<file path="config.mk">
export PLATFORM = sky130hd
export DESIGN_NAME = sync_fifo_param
export DESIGN_NICKNAME = d
export VERILOG_FILES = /design/src/rtl/fifo_pkg.sv /design/src/rtl/fifo_mem.sv /design/src/rtl/sync_fifo_param.sv
export SDC_FILE = /design/constraint.sdc
export NUM_CORES = 1
export LEC_CHECK = 0
export CORE_UTILIZATION = 62
export CTS_BUF_LIST = sky130_fd_sc_hd__clkbuf_2 sky130_fd_sc_hd__clkbuf_4 sky130_fd_sc_hd__clkbuf_8
export DETAILED_ROUTE_END_ITERATION = 12
export PLACE_DENSITY = 0.9
export SLEW_MARGIN = 30
export SYNTH_ARGS = -nofsm -noshare
export SYNTH_HDL_FRONTEND = slang
export SYNTH_HIERARCHICAL = 1
export SYNTH_SLANG_ARGS = --single-unit
</file>
<file path="constraint.sdc">
create_clock -name clk -period 3.72 [get_ports clk]
set_clock_uncertainty 0.15 [all_clocks]
set_input_delay 0.372 -clock clk [delete_from_list [all_inputs] [get_ports clk]]
set_output_delay 0.372 -clock clk [all_outputs]
set_load 0.01 [all_outputs]
</file>
<file path="src/rtl/fifo_pkg.sv">
// Shared definitions for the parametrised single-clock FIFO.
// - Default DATA_WIDTH, DEPTH and almost-full/almost-empty thresholds.
// - calc_addr_w(): pointer width derived from the depth.
// - fifo_status_t: packed snapshot of the status flags plus fill_count,
//   for benches and monitors.
package fifo_pkg;
  localparam int DEF_DATA_WIDTH = 8;
  localparam int DEF_DEPTH      = 16;
  localparam int DEF_AF_THRESH  = DEF_DEPTH - 4;
  localparam int DEF_AE_THRESH  = 2;

  function automatic int calc_addr_w(input int depth);
    return $clog2(depth);
  endfunction

  localparam int DEF_ADDR_W = calc_addr_w(DEF_DEPTH);

  typedef struct packed {
    logic                  full;
    logic                  empty;
    logic                  almost_full;
    logic                  almost_empty;
    logic                  overflow;
    logic                  underflow;
    logic [DEF_ADDR_W:0]   fill_count;
  } fifo_status_t;
endpackage

</file>
<file path="src/rtl/fifo_mem.sv">
// DATA_WIDTH x DEPTH register array with one write port and one read port.
// Ports:
// - clk: write clock.
// - wr_en, wr_addr, wr_data: synchronous write on posedge.
// - rd_addr, rd_data: asynchronous (combinational) read.
// Contents are not reset.
module fifo_mem #(
  parameter int DATA_WIDTH = 8,
  parameter int DEPTH      = 16,
  parameter int ADDR_W     = 4
) (
  input  logic                  clk,
  input  logic                  wr_en,
  input  logic [ADDR_W-1:0]     wr_addr,
  input  logic [DATA_WIDTH-1:0] wr_data,
  input  logic [ADDR_W-1:0]     rd_addr,
  output logic [DATA_WIDTH-1:0] rd_data
);
  logic [DATA_WIDTH-1:0] mem [DEPTH];

  always_ff @(posedge clk)
    if (wr_en) mem[wr_addr] <= wr_data;

  assign rd_data = mem[rd_addr];
endmodule

</file>
<file path="src/rtl/sync_fifo_param.sv">
// Single-clock parametrised FIFO.
// Ports:
// - clk, rst: clock and asynchronous active-high reset.
// - wr_enb, wr_data: push request and data.
// - rd_enb: pop request.
// - rd_data, rd_valid: output word and qualifier.
//   FWFT=0: registered read with one-cycle latency.
//   FWFT=1: head word shown while the FIFO is not empty.
// - fill_count: number of stored words.
// - Status flags: full_flag, empty_flag, almost_full_flag, almost_empty_flag.
// - overflow_flag, underflow_flag: one-cycle pulses for rejected requests.
module sync_fifo_param import fifo_pkg::*; #(
  parameter int DATA_WIDTH = DEF_DATA_WIDTH,
  parameter int DEPTH      = DEF_DEPTH,
  parameter int AF_THRESH  = DEPTH - 4,
  parameter int AE_THRESH  = DEF_AE_THRESH,
  parameter int FWFT       = 0
) (
  input  logic                          clk,
  input  logic                          rst,
  input  logic                          wr_enb,
  input  logic [DATA_WIDTH-1:0]         wr_data,
  input  logic                          rd_enb,
  output logic [DATA_WIDTH-1:0]         rd_data,
  output logic                          rd_valid,
  output logic [calc_addr_w(DEPTH):0]   fill_count,
  output logic                          full_flag,
  output logic                          empty_flag,
  output logic                          almost_full_flag,
  output logic                          almost_empty_flag,
  output logic                          overflow_flag,
  output logic                          underflow_flag
);
  localparam int ADDR_W = calc_addr_w(DEPTH);
  localparam logic [ADDR_W:0] CNT_FULL = (ADDR_W+1)'(DEPTH);
  localparam logic [ADDR_W:0] CNT_AF   = (ADDR_W+1)'(AF_THRESH);
  localparam logic [ADDR_W:0] CNT_AE   = (ADDR_W+1)'(AE_THRESH);

  if ((DEPTH < 4) || ((DEPTH & (DEPTH - 1)) != 0)) begin : g_bad_depth
    $fatal(1, "sync_fifo_param: DEPTH=%0d must be a power of 2 and >= 4", DEPTH);
  end
  if (!((AE_THRESH >= 0) && (AE_THRESH < AF_THRESH) && (AF_THRESH <= DEPTH))) begin : g_bad_thresh
    $fatal(1, "sync_fifo_param: need 0 <= AE_THRESH(%0d) < AF_THRESH(%0d) <= DEPTH", AE_THRESH, AF_THRESH);
  end

  logic [ADDR_W-1:0]     wr_ptr, rd_ptr;
  logic [ADDR_W:0]       count;
  logic                  wr_acc, rd_acc;
  logic [DATA_WIDTH-1:0] head;

  // Accept decisions use the flags of the current cycle, so a full FIFO
  // still takes a read (and rejects the write) and an empty one takes a write.
  assign wr_acc = wr_enb && !full_flag;
  assign rd_acc = rd_enb && !empty_flag;

  always_ff @(posedge clk or posedge rst) begin
    if (rst) begin
      wr_ptr         <= '0;
      rd_ptr         <= '0;
      count          <= '0;
      overflow_flag  <= 1'b0;
      underflow_flag <= 1'b0;
    end else begin
      if (wr_acc) wr_ptr <= wr_ptr + 1'b1;
      if (rd_acc) rd_ptr <= rd_ptr + 1'b1;
      case ({wr_acc, rd_acc})
        2'b10:   count <= count + 1'b1;
        2'b01:   count <= count - 1'b1;
        default: ;
      endcase
      overflow_flag  <= wr_enb && full_flag;
      underflow_flag <= rd_enb && empty_flag;
    end
  end

  assign fill_count        = count;
  assign full_flag         = (count == CNT_FULL);
  assign empty_flag        = (count == '0);
  assign almost_full_flag  = (count >= CNT_AF);
  assign almost_empty_flag = (count <= CNT_AE);

  fifo_mem #(
    .DATA_WIDTH (DATA_WIDTH),
    .DEPTH      (DEPTH),
    .ADDR_W     (ADDR_W)
  ) u_mem (
    .clk     (clk),
    .wr_en   (wr_acc),
    .wr_addr (wr_ptr),
    .wr_data (wr_data),
    .rd_addr (rd_ptr),
    .rd_data (head)
  );

  if (FWFT != 0) begin : g_fwft
    // Empty output is forced to zero so stale or unwritten memory never leaks out.
    assign rd_data  = empty_flag ? '0 : head;
    assign rd_valid = !empty_flag;
  end else begin : g_std
    always_ff @(posedge clk or posedge rst) begin
      if (rst) begin
        rd_data  <= '0;
        rd_valid <= 1'b0;
      end else begin
        rd_valid <= rd_acc;
        if (rd_acc) rd_data <= head;
      end
    end
  end
endmodule

</file>
==> flow_summary.yaml, run 1 <==
clocking:
  cts_sinks: 152
  cts_hold_buf: 0
  ctsResizeCount: 0
  htreeDepth: 4
  clk_pin_slew_ps: 90
  cts_buffer_depth: 2
  cts_tree: "built"
  clkLatencyLatePin_ps: 440
  post-cts-setup-buffers: 0
  cts-root-buf: "clkbuf_8"
  numCtsBuffers: 17
sta:
  setup_violations: 0
  slew_violations: 0
  hold_violations: 0
  final.period_utilization_pct: 76.3
  slew-limit-headroom_pct: 35.4
  worst_pin_slew_ps: 965
  rsz0062_at_grt: "false"
  final.setup.tns_ps: 0
  maxClockFrequency_mhz: 352
  fin_crit_ps: 2840
min_path:
  holdCritPathClass: "input pin to asynchronous set/reset pin"
power:
  clock_power_share_pct: 23.1
  switching_share_pct: 31.5
  power.leakage_nw: 2.38
  combinationalPowerShare_pct: 30.3
  power_switching_mw: 1.62
  seqPwrFrac_pct: 46.6
  p_int_mw: 3.53
  power_density_nw_per_um2: 746
  vdd_drop_max_v: 0.000438
synth:
  yosysWarnings: 6
  syn_area_um2: 6120
  ys_types: 39
  avgSynthCellArea_um2: 19.8
  synthArstFlopShare_pct: 15.8
  synth-seq-cells: 152
  yosysSeqAreaShare_pct: 72.7
  synth.net_count: 326
  ys.flop_type: "edfxtp_1"
  synth_cells: 309
  synth_edf_count: 128
global_route:
  grt_pass1_vias: 3169
  antenna_found_initial: 0
  grt_max_degree: 25
  grt_pass1_wl_um: 17500
  grt.total_usage_pct: 25.1
  overflow: 0
finish:
  antennaDiodeCount: 0
  drive_above_1_share_pct: 20.5
  layout.nets: 370
  final_cell_mix: "128 x edfxtp_1, 31 x clkdlybuf4s50_1, 23 x dfrtp_1"
  final_common_cell: "edfxtp_1"
  finalInstanceArea_um2: 6920
  fin_cells: 495
  syn2layout_area_growth_pct: 13.1
  postLayoutCoreUtil_pct: 73.4
route:
  viasPerCell: 6.33
  drtIter0Drc: 246
  drt_pass1_iterations: 5
  vias: 3133
  ant_nets: 0
  postRouteWirelength_um: 11500
  drc_errors: 0
  wl_per_cell_um: 23.3
critical_path:
  crit_family: "simple AND/OR/NAND/NOR gates"
  arrival_ps: 2740
  path_cells: "nor4_4 -> and2_4 -> nand2b_4 -> inv_4 -> or3b_2 -> nor2_1"
  crit_path_start_kind: "flip-flop"
  crit_required_ps: 3630
  path_buf_inv: 1
  worstPathMaxFanout: 10
  crit_path_top_delay_cell: "nor2_1"
  end_kind: "flip-flop"
  cpPeakStageDelay_ps: 650
  criticalPathCategory: "flip-flop to flip-flop"
die:
  chipHeight_um: 101
  pin_count: 32
  coreArea_um2: 9420
  row_count: 35
  dieArea_um2: 10300
  initial_utilization_pct: 65.0
  die_x_um: 101
status:
  status: "complete, no violations"
placement:
  placement.io_buffers: 31
  dp_hpwl_um: 7560
  dp_cells: 463
  placed_area_um2: 6540
  gp_congestion: 0.775
run:
  drv_cap: 0
[sequential cells by signal, summed over array words and instances, names as in the netlist]
| name | flops |
|---|---|
| fill_count | 5 |
| overflow_flag | 1 |
| rd_data | 8 |
| rd_ptr | 4 |
| rd_valid | 1 |
| u_mem/mem | 128 |
| underflow_flag | 1 |
| wr_ptr | 4 |
[path summary, 6_finish.rpt]
| kind | from | to | slack, ps | depth (start not counted) |
|---|---|---|---|---|
| worst max-delay path | fill_count[1]$_DFFE_PP0P_ | u_mem/mem[1][5]$_DFFE_PP_ | 880 | 6 |
| max in group asynchronous | rst | rd_ptr[0]$_DFFE_PP0P_ | 2910 | 2 |
| worst max register to register | fill_count[1]$_DFFE_PP0P_ | u_mem/mem[1][5]$_DFFE_PP_ | 880 | 6 |
| worst min-delay path | rst | rd_ptr[3]$_DFFE_PP0P_ | 140 | 2 |
| min in group clk | rd_data[7]$_DFFE_PP0P_ | rd_data[7]$_DFFE_PP0P_ | 360 | 1 |
| worst min register to register | rd_data[7]$_DFFE_PP0P_ | rd_data[7]$_DFFE_PP0P_ | 360 | 1 |
[Yosys cell counts (all sizes together) (4+ instances only)]
cell    count  area share, %
nor3        6           0.49
buf        10            1.3
edfxtp    128             63
ha          5            1.0
mux4       32             13
nor2       15           0.92
nand2b      4           0.53
mux2       11            2.1
dfrtp      24            9.8
nand2      14           0.86
xnor2       6           0.86
a22oi      16            2.0
xor2        6           0.86
[per-stage QoR]
step	hold slack, ps	total power, mW	setup slack [ps]
CTS	312	5.19	878
detailed placement	345	4.00	866
floorplan	237	3.46	1030
finish	138	5.16	883
global route	180	5.37	671
global placement	343	3.90	1040
[power by group through the flow]
stage               Sequential (mW)  Combinational [mW]  Clock [mW]
finish                         2.40                1.56        1.19
floorplan                      2.33                1.13           0
CTS                            2.40                1.57        1.22
detailed placement             2.44                1.56           0
global route                   2.44                1.66        1.27
global placement               2.41                1.49           0
[metal layers]
metal / global-route usage (%) / wire length (um) / vias to the layer above
met1: 32.0 / 4520 / 1627
met4: 11.3 / 386 / 0
met3: 6.69 / 686 / 31
met2: 41.0 / 5940 / 139
met5: 0 / 0 / -
li1: - / - / 1336
[area by class of cell]
| type | count | area, um^2 |
|---|---|---|
| clock inverter | 13 | 131 |
| sequential | 152 | 4450 |
| timing repair buffer | 39 | 370 |
| multi-input combinational | 140 | 1540 |
| tap | 129 | 161 |
| fill | 519 | 2500 |
| clock buffer | 19 | 249 |
| inverter | 3 | 13.8 |
[cell families (layout without fill, tap and decap cells)]
kind of cell    count (synthesis)  in the layout  share of synthesized area [%]
mux                            43             43                           14.7
flops                         152            152                           72.7
buf+inv                        17             74                           2.09
simple gates                   56             56                           4.89
fa+ha+maj                       5              5                           1.02
compound gates                 24             24                           2.88
xor+xnor                       12             12                           1.72
Power figures use the tool's default switching activity.
==> inputs of run 2 (changes only) <==
==> constraint.sdc (replaced) <==
create_clock -name clk -period 3 [get_ports clk]
set_clock_uncertainty 0.15 [all_clocks]
set_input_delay 0.3 -clock clk [delete_from_list [all_inputs] [get_ports clk]]
set_output_delay 0.3 -clock clk [all_outputs]
set_load 0.01 [all_outputs]
==> flow_summary.yaml, run 2 (synthesized netlist as in run 1, its figures left out) <==
placement:
  dp_hpwl_um: 7880
  gp_congestion: 0.790
  dp_cells: 474
  placement.io_buffers: 31
global_route:
  grt.total_usage_pct: 27.4
  antenna_found_initial: 0
  grt_pass1_wl_um: 19200
  grt_max_degree: 36
  grt_pass1_vias: 3270
  overflow: 0
min_path:
  holdCritPathClass: "input pin to asynchronous set/reset pin"
finish:
  drive_above_1_share_pct: 23.5
  layout.nets: 382
  final_cell_mix: "128 x edfxtp_1, 31 x clkdlybuf4s50_1, 23 x dfrtp_1"
  antennaDiodeCount: 0
  fin_cells: 507
  syn2layout_area_growth_pct: 15.8
  regMostFlops: "u_mem/mem"
  largest_reg_flops: 128
  final_common_cell: "edfxtp_1"
die:
  dieArea_um2: 10300
  initial_utilization_pct: 65.0
  coreArea_um2: 9420
  pin_count: 32
  chipHeight_um: 101
  die_x_um: 101
  row_count: 35
clocking:
  clk_pin_slew_ps: 80
  ctsResizeCount: 0
  cts_sinks: 152
  cts_tree: "built"
  cts_buffer_depth: 2
  cts-root-buf: "clkbuf_8"
  cts_hold_buf: 0
  htreeDepth: 4
  numCtsBuffers: 17
  clkLatencyLatePin_ps: 420
  post-cts-setup-buffers: 0
critical_path:
  path_buf_inv: 0
  crit_family: "simple AND/OR/NAND/NOR gates"
  cpPeakStageDelay_ps: 500
  cpMostUsedCell: "xor2_1"
  end_kind: "flip-flop"
  crit_required_ps: 3150
  path_cells: "nor4_4 -> and2_4 -> nand2b_4 -> ha_1 -> xor2_1 -> ha_1 -> a21oi_1 -> xor2_1 -> nor2_1 -> xor2_1"
  arrival_ps: 3010
  criticalPathCategory: "flip-flop to flip-flop"
  worstPathMaxFanout: 7
  crit_path_start_kind: "flip-flop"
  crit_path_top_delay_cell: "dfrtp_1"
power:
  power_density_nw_per_um2: 951
  p_int_mw: 4.67
  clock_power_share_pct: 25.3
  power_switching_mw: 2.06
  switching_share_pct: 30.6
  combinationalPowerShare_pct: 31.5
  seqPwrFrac_pct: 43.2
  vdd_drop_max_v: 0.000575
  power.leakage_nw: 2.48
sta:
  fin_crit_ps: 2870
  final.period_utilization_pct: 95.5
  slew-limit-headroom_pct: 47.4
  rsz0062_at_grt: "false"
  slew_violations: 0
  setup_violations: 0
  maxClockFrequency_mhz: 349
  hold_violations: 0
  worst_pin_slew_ps: 786
  final.setup.tns_ps: 0
route:
  vias: 3242
  wl_per_cell_um: 24.9
  drtIter0Drc: 387
  postRouteWirelength_um: 12600
  drt_pass1_iterations: 7
  ant_nets: 0
  viasPerCell: 6.39
  drc_errors: 0
run:
  drv_cap: 0
status:
  status: "complete, no violations"
[run 2: layout make-up]
cell class / count / area (um^2)
timing repair buffer: 51 / 473
inverter: 3 / 13.8
sequential: 152 / 4450
multi-input combinational: 140 / 1540
fill: 481 / 2330
clock inverter: 8 / 145
tap: 129 / 161
clock buffer: 24 / 299
[run 2: final timing paths]
| path | slack (ps) | start | to | depth (start not counted) |
|---|---|---|---|---|
| setup / recovery | 130 | fill_count[0]$_DFFE_PP0P_ | fill_count[2]$_DFFE_PP0P_ | 10 |
| hold / removal | 60 | rst | wr_ptr[0]$_DFFE_PP0P_ | 2 |
| setup reg to reg | 130 | fill_count[0]$_DFFE_PP0P_ | fill_count[2]$_DFFE_PP0P_ | 10 |
| hold reg to reg | 360 | rd_data[2]$_DFFE_PP0P_ | rd_data[2]$_DFFE_PP0P_ | 1 |
| max in group asynchronous | 2280 | rst | rd_ptr[0]$_DFFE_PP0P_ | 2 |
| min in group clk | 340 | rd_enb | underflow_flag$_DFF_PP0_ | 2 |
[run 2: metal layers]
| metal | GRT usage [%] | share of wire [%] |
|---|---|---|
| met4 | 12.2 | 2.6 |
| met2 | 44.4 | 54 |
| met1 | 36.8 | 35 |
| met3 | 5.45 | 8.5 |
| met5 | 0 | 0 |
[run 2: power groups by stage]
stage / Sequential (mW) / Combinational (mW) / Clock [mW]
2_1_floorplan: 2.89 / 1.40 / 0
4_1_cts: 2.90 / 2.12 / 1.73
3_3_place_gp: 2.90 / 1.98 / 0
6_report: 2.91 / 2.12 / 1.70
3_5_place_dp: 2.93 / 2.09 / 0
5_1_grt: 2.94 / 2.25 / 1.82
[run 2: through the flow]
stage / utilization [%] / hold WS, ps / setup slack (ps) / cell area, um^2 / total power [mW]
floorplan: - / 165 / 307 / 6120 / 4.29
global placement: 70.4 / 341 / 367 / 6630 / 4.88
detailed placement: 70.4 / 345 / 183 / 6630 / 5.02
CTS: 75.1 / 232 / 127 / 7070 / 6.75
global route: 75.2 / 109 / 41.1 / 7080 / 7.01
finish: 75.2 / 63.4 / 134 / 7080 / 6.73
[run 2: worst reg2reg max path, delay by kind of cell (launching register included)]
| kind | cells | cell delay, ps |
|---|---|---|
| adder cells (fa/ha/maj) | 2 | 580 |
| XOR/XNOR | 3 | 500 |
| AND/OR/NAND/NOR | 4 | 790 |
| AO/OA/AOI/OAI | 1 | 220 |
| flip-flops | 1 | 500 |
==> inputs of run 3 (changes only) <==
--- a/config.mk
+++ b/config.mk
@@ -5,9 +5,11 @@
 export SDC_FILE = /design/constraint.sdc
 export NUM_CORES = 1
 export LEC_CHECK = 0
+export CORE_MARGIN = 2
 export CORE_UTILIZATION = 62
 export CTS_BUF_LIST = sky130_fd_sc_hd__clkbuf_2 sky130_fd_sc_hd__clkbuf_4 sky130_fd_sc_hd__clkbuf_8
 export DETAILED_ROUTE_END_ITERATION = 12
+export GPL_TIMING_DRIVEN = 0
 export PLACE_DENSITY = 0.9
 export SLEW_MARGIN = 30
 export SYNTH_ARGS = -nofsm -noshare
==> flow_summary.yaml, run 3 (synthesized netlist as in run 1, its figures left out) <==
power:
  seqPwrFrac_pct: 43.7
  power.leakage_nw: 2.40
  vdd_drop_max_v: 0.000517
  combinationalPowerShare_pct: 33.6
  finalPower_mw: 6.59
  clock_power_share_pct: 22.7
  power_switching_mw: 2.14
  power_density_nw_per_um2: 941
  switching_share_pct: 32.4
  p_int_mw: 4.45
placement:
  dp_cells: 473
  dp_hpwl_um: 7900
  gp_congestion: 0.773
  placement.io_buffers: 31
finish:
  final_cell_mix: "128 x edfxtp_1, 31 x clkdlybuf4s50_1, 24 x dfrtp_1"
  antennaDiodeCount: 0
  drive_above_1_share_pct: 23.2
  postLayoutCoreUtil_pct: 72.3
  largest_reg_flops: 128
  regMostFlops: "u_mem/mem"
  final_common_cell: "edfxtp_1"
  syn2layout_area_growth_pct: 14.5
  layout.nets: 375
  fin_cells: 504
min_path:
  holdCritPathClass: "input pin to asynchronous set/reset pin"
status:
  status: "complete, no violations"
clocking:
  cts_sinks: 152
  cts_hold_buf: 0
  clkLatencyLatePin_ps: 430
  post-cts-setup-buffers: 0
  cts_tree: "built"
  htreeDepth: 4
  numCtsBuffers: 17
  cts-root-buf: "clkbuf_8"
  clk_pin_slew_ps: 80
  cts_buffer_depth: 2
  ctsResizeCount: 0
die:
  initial_utilization_pct: 63.2
  pin_count: 32
  row_count: 36
  chipHeight_um: 103
  coreArea_um2: 9680
  die_x_um: 103
  dieArea_um2: 10700
route:
  vias: 3113
  dr_wl_met3_um: 922
  drc_errors: 0
  dr_wl_met2_um: 6400
  ant_nets: 0
  postRouteWirelength_um: 12400
  drtIter0Drc: 321
  drt_pass1_iterations: 5
  wl_met1_um: 4560
  top_layer_used: "met4"
  viasPerCell: 6.18
  wl_per_cell_um: 24.5
critical_path:
  crit_path_start_kind: "flip-flop"
  r2r_slack_ps: 180
  crit_required_ps: 2910
  ff2ff_path_depth: 7
  criticalPathCategory: "flip-flop to flip-flop"
  r2r_end: "u_mem/mem[2][6]$_DFFE_PP_"
  end_kind: "flip-flop"
  worstPathMaxFanout: 9
  setup.worst_path.start: "fill_count[1]$_DFFE_PP0P_"
  arrival_ps: 2730
  rr_startpoint: "fill_count[1]$_DFFE_PP0P_"
sta:
  hold_ws_ps: 72.3
  final.period_utilization_pct: 94.0
  final.setup.tns_ps: 0
  hold_violations: 0
  fin_crit_ps: 2820
  slew_violations: 0
  setup_violations: 0
  slew-limit-headroom_pct: 43.1
  maxClockFrequency_mhz: 355
  rsz0062_at_grt: "false"
  worst_pin_slew_ps: 850
global_route:
  grt_pass1_wl_um: 18300
  overflow: 0
  grt_max_degree: 25
  grt.total_usage_pct: 25.3
  grt_pass1_vias: 3123
  antenna_found_initial: 0
run:
  drv_cap: 0
==> run 3: power groups by stage <==
stage	Sequential, mW	Combinational, mW	Clock (mW)
after floorplan	2.89	1.40	0
after global placement	2.88	2.06	0
after detailed placement	2.92	2.16	0
after CTS	2.88	2.20	1.52
after global routing	2.92	2.35	1.60
final	2.88	2.21	1.50
==> run 3: layout make-up <==
type | instances | area [um^2]
Clock inverter | 15 | 153
Sequential cell | 152 | 4440
Fill cell | 549 | 2680
Inverter | 3 | 13.8
Multi-Input combinational cell | 140 | 1570
Tap cell | 133 | 166
Timing Repair Buffer | 31 | 310
Buffer | 13 | 110
Clock buffer | 17 | 234
==> run 3: worst max-delay path by stage <==
stage,to
2_1_floorplan,u_mem/mem[0][0]$_DFFE_PP_
3_3_place_gp,u_mem/mem[0][0]$_DFFE_PP_
3_5_place_dp,fill_count[4]$_DFFE_PP0P_
4_1_cts,fill_count[4]$_DFFE_PP0P_
5_1_grt,fill_count[4]$_DFFE_PP0P_
6_report,u_mem/mem[2][6]$_DFFE_PP_
==> run 3: stage by stage <==
stage / area [um^2] / setup WS [ps]
global placement: 6590 / -83.6
detailed placement: 6610 / -21.9
CTS: 7000 / 24.3
global route: 7000 / 34.2
finish: 7000 / 180
floorplan: 6120 / 307
==> run 3: layer usage <==
layer	vias up	GRT usage, %
met5	-	0
met4	0	11.9
met3	34	6.99
met2	156	41.2
met1	1581	32.3
li1	1342	-
==> run 3: worst max-delay path, stage by stage (launching register included) <==
cell	delay, ps
dfrtp_1	350
buf_2	220
nor4_4	80
and2_4	170
nand2b_4	160
inv_4	110
or3b_2	520
nor2_1	670
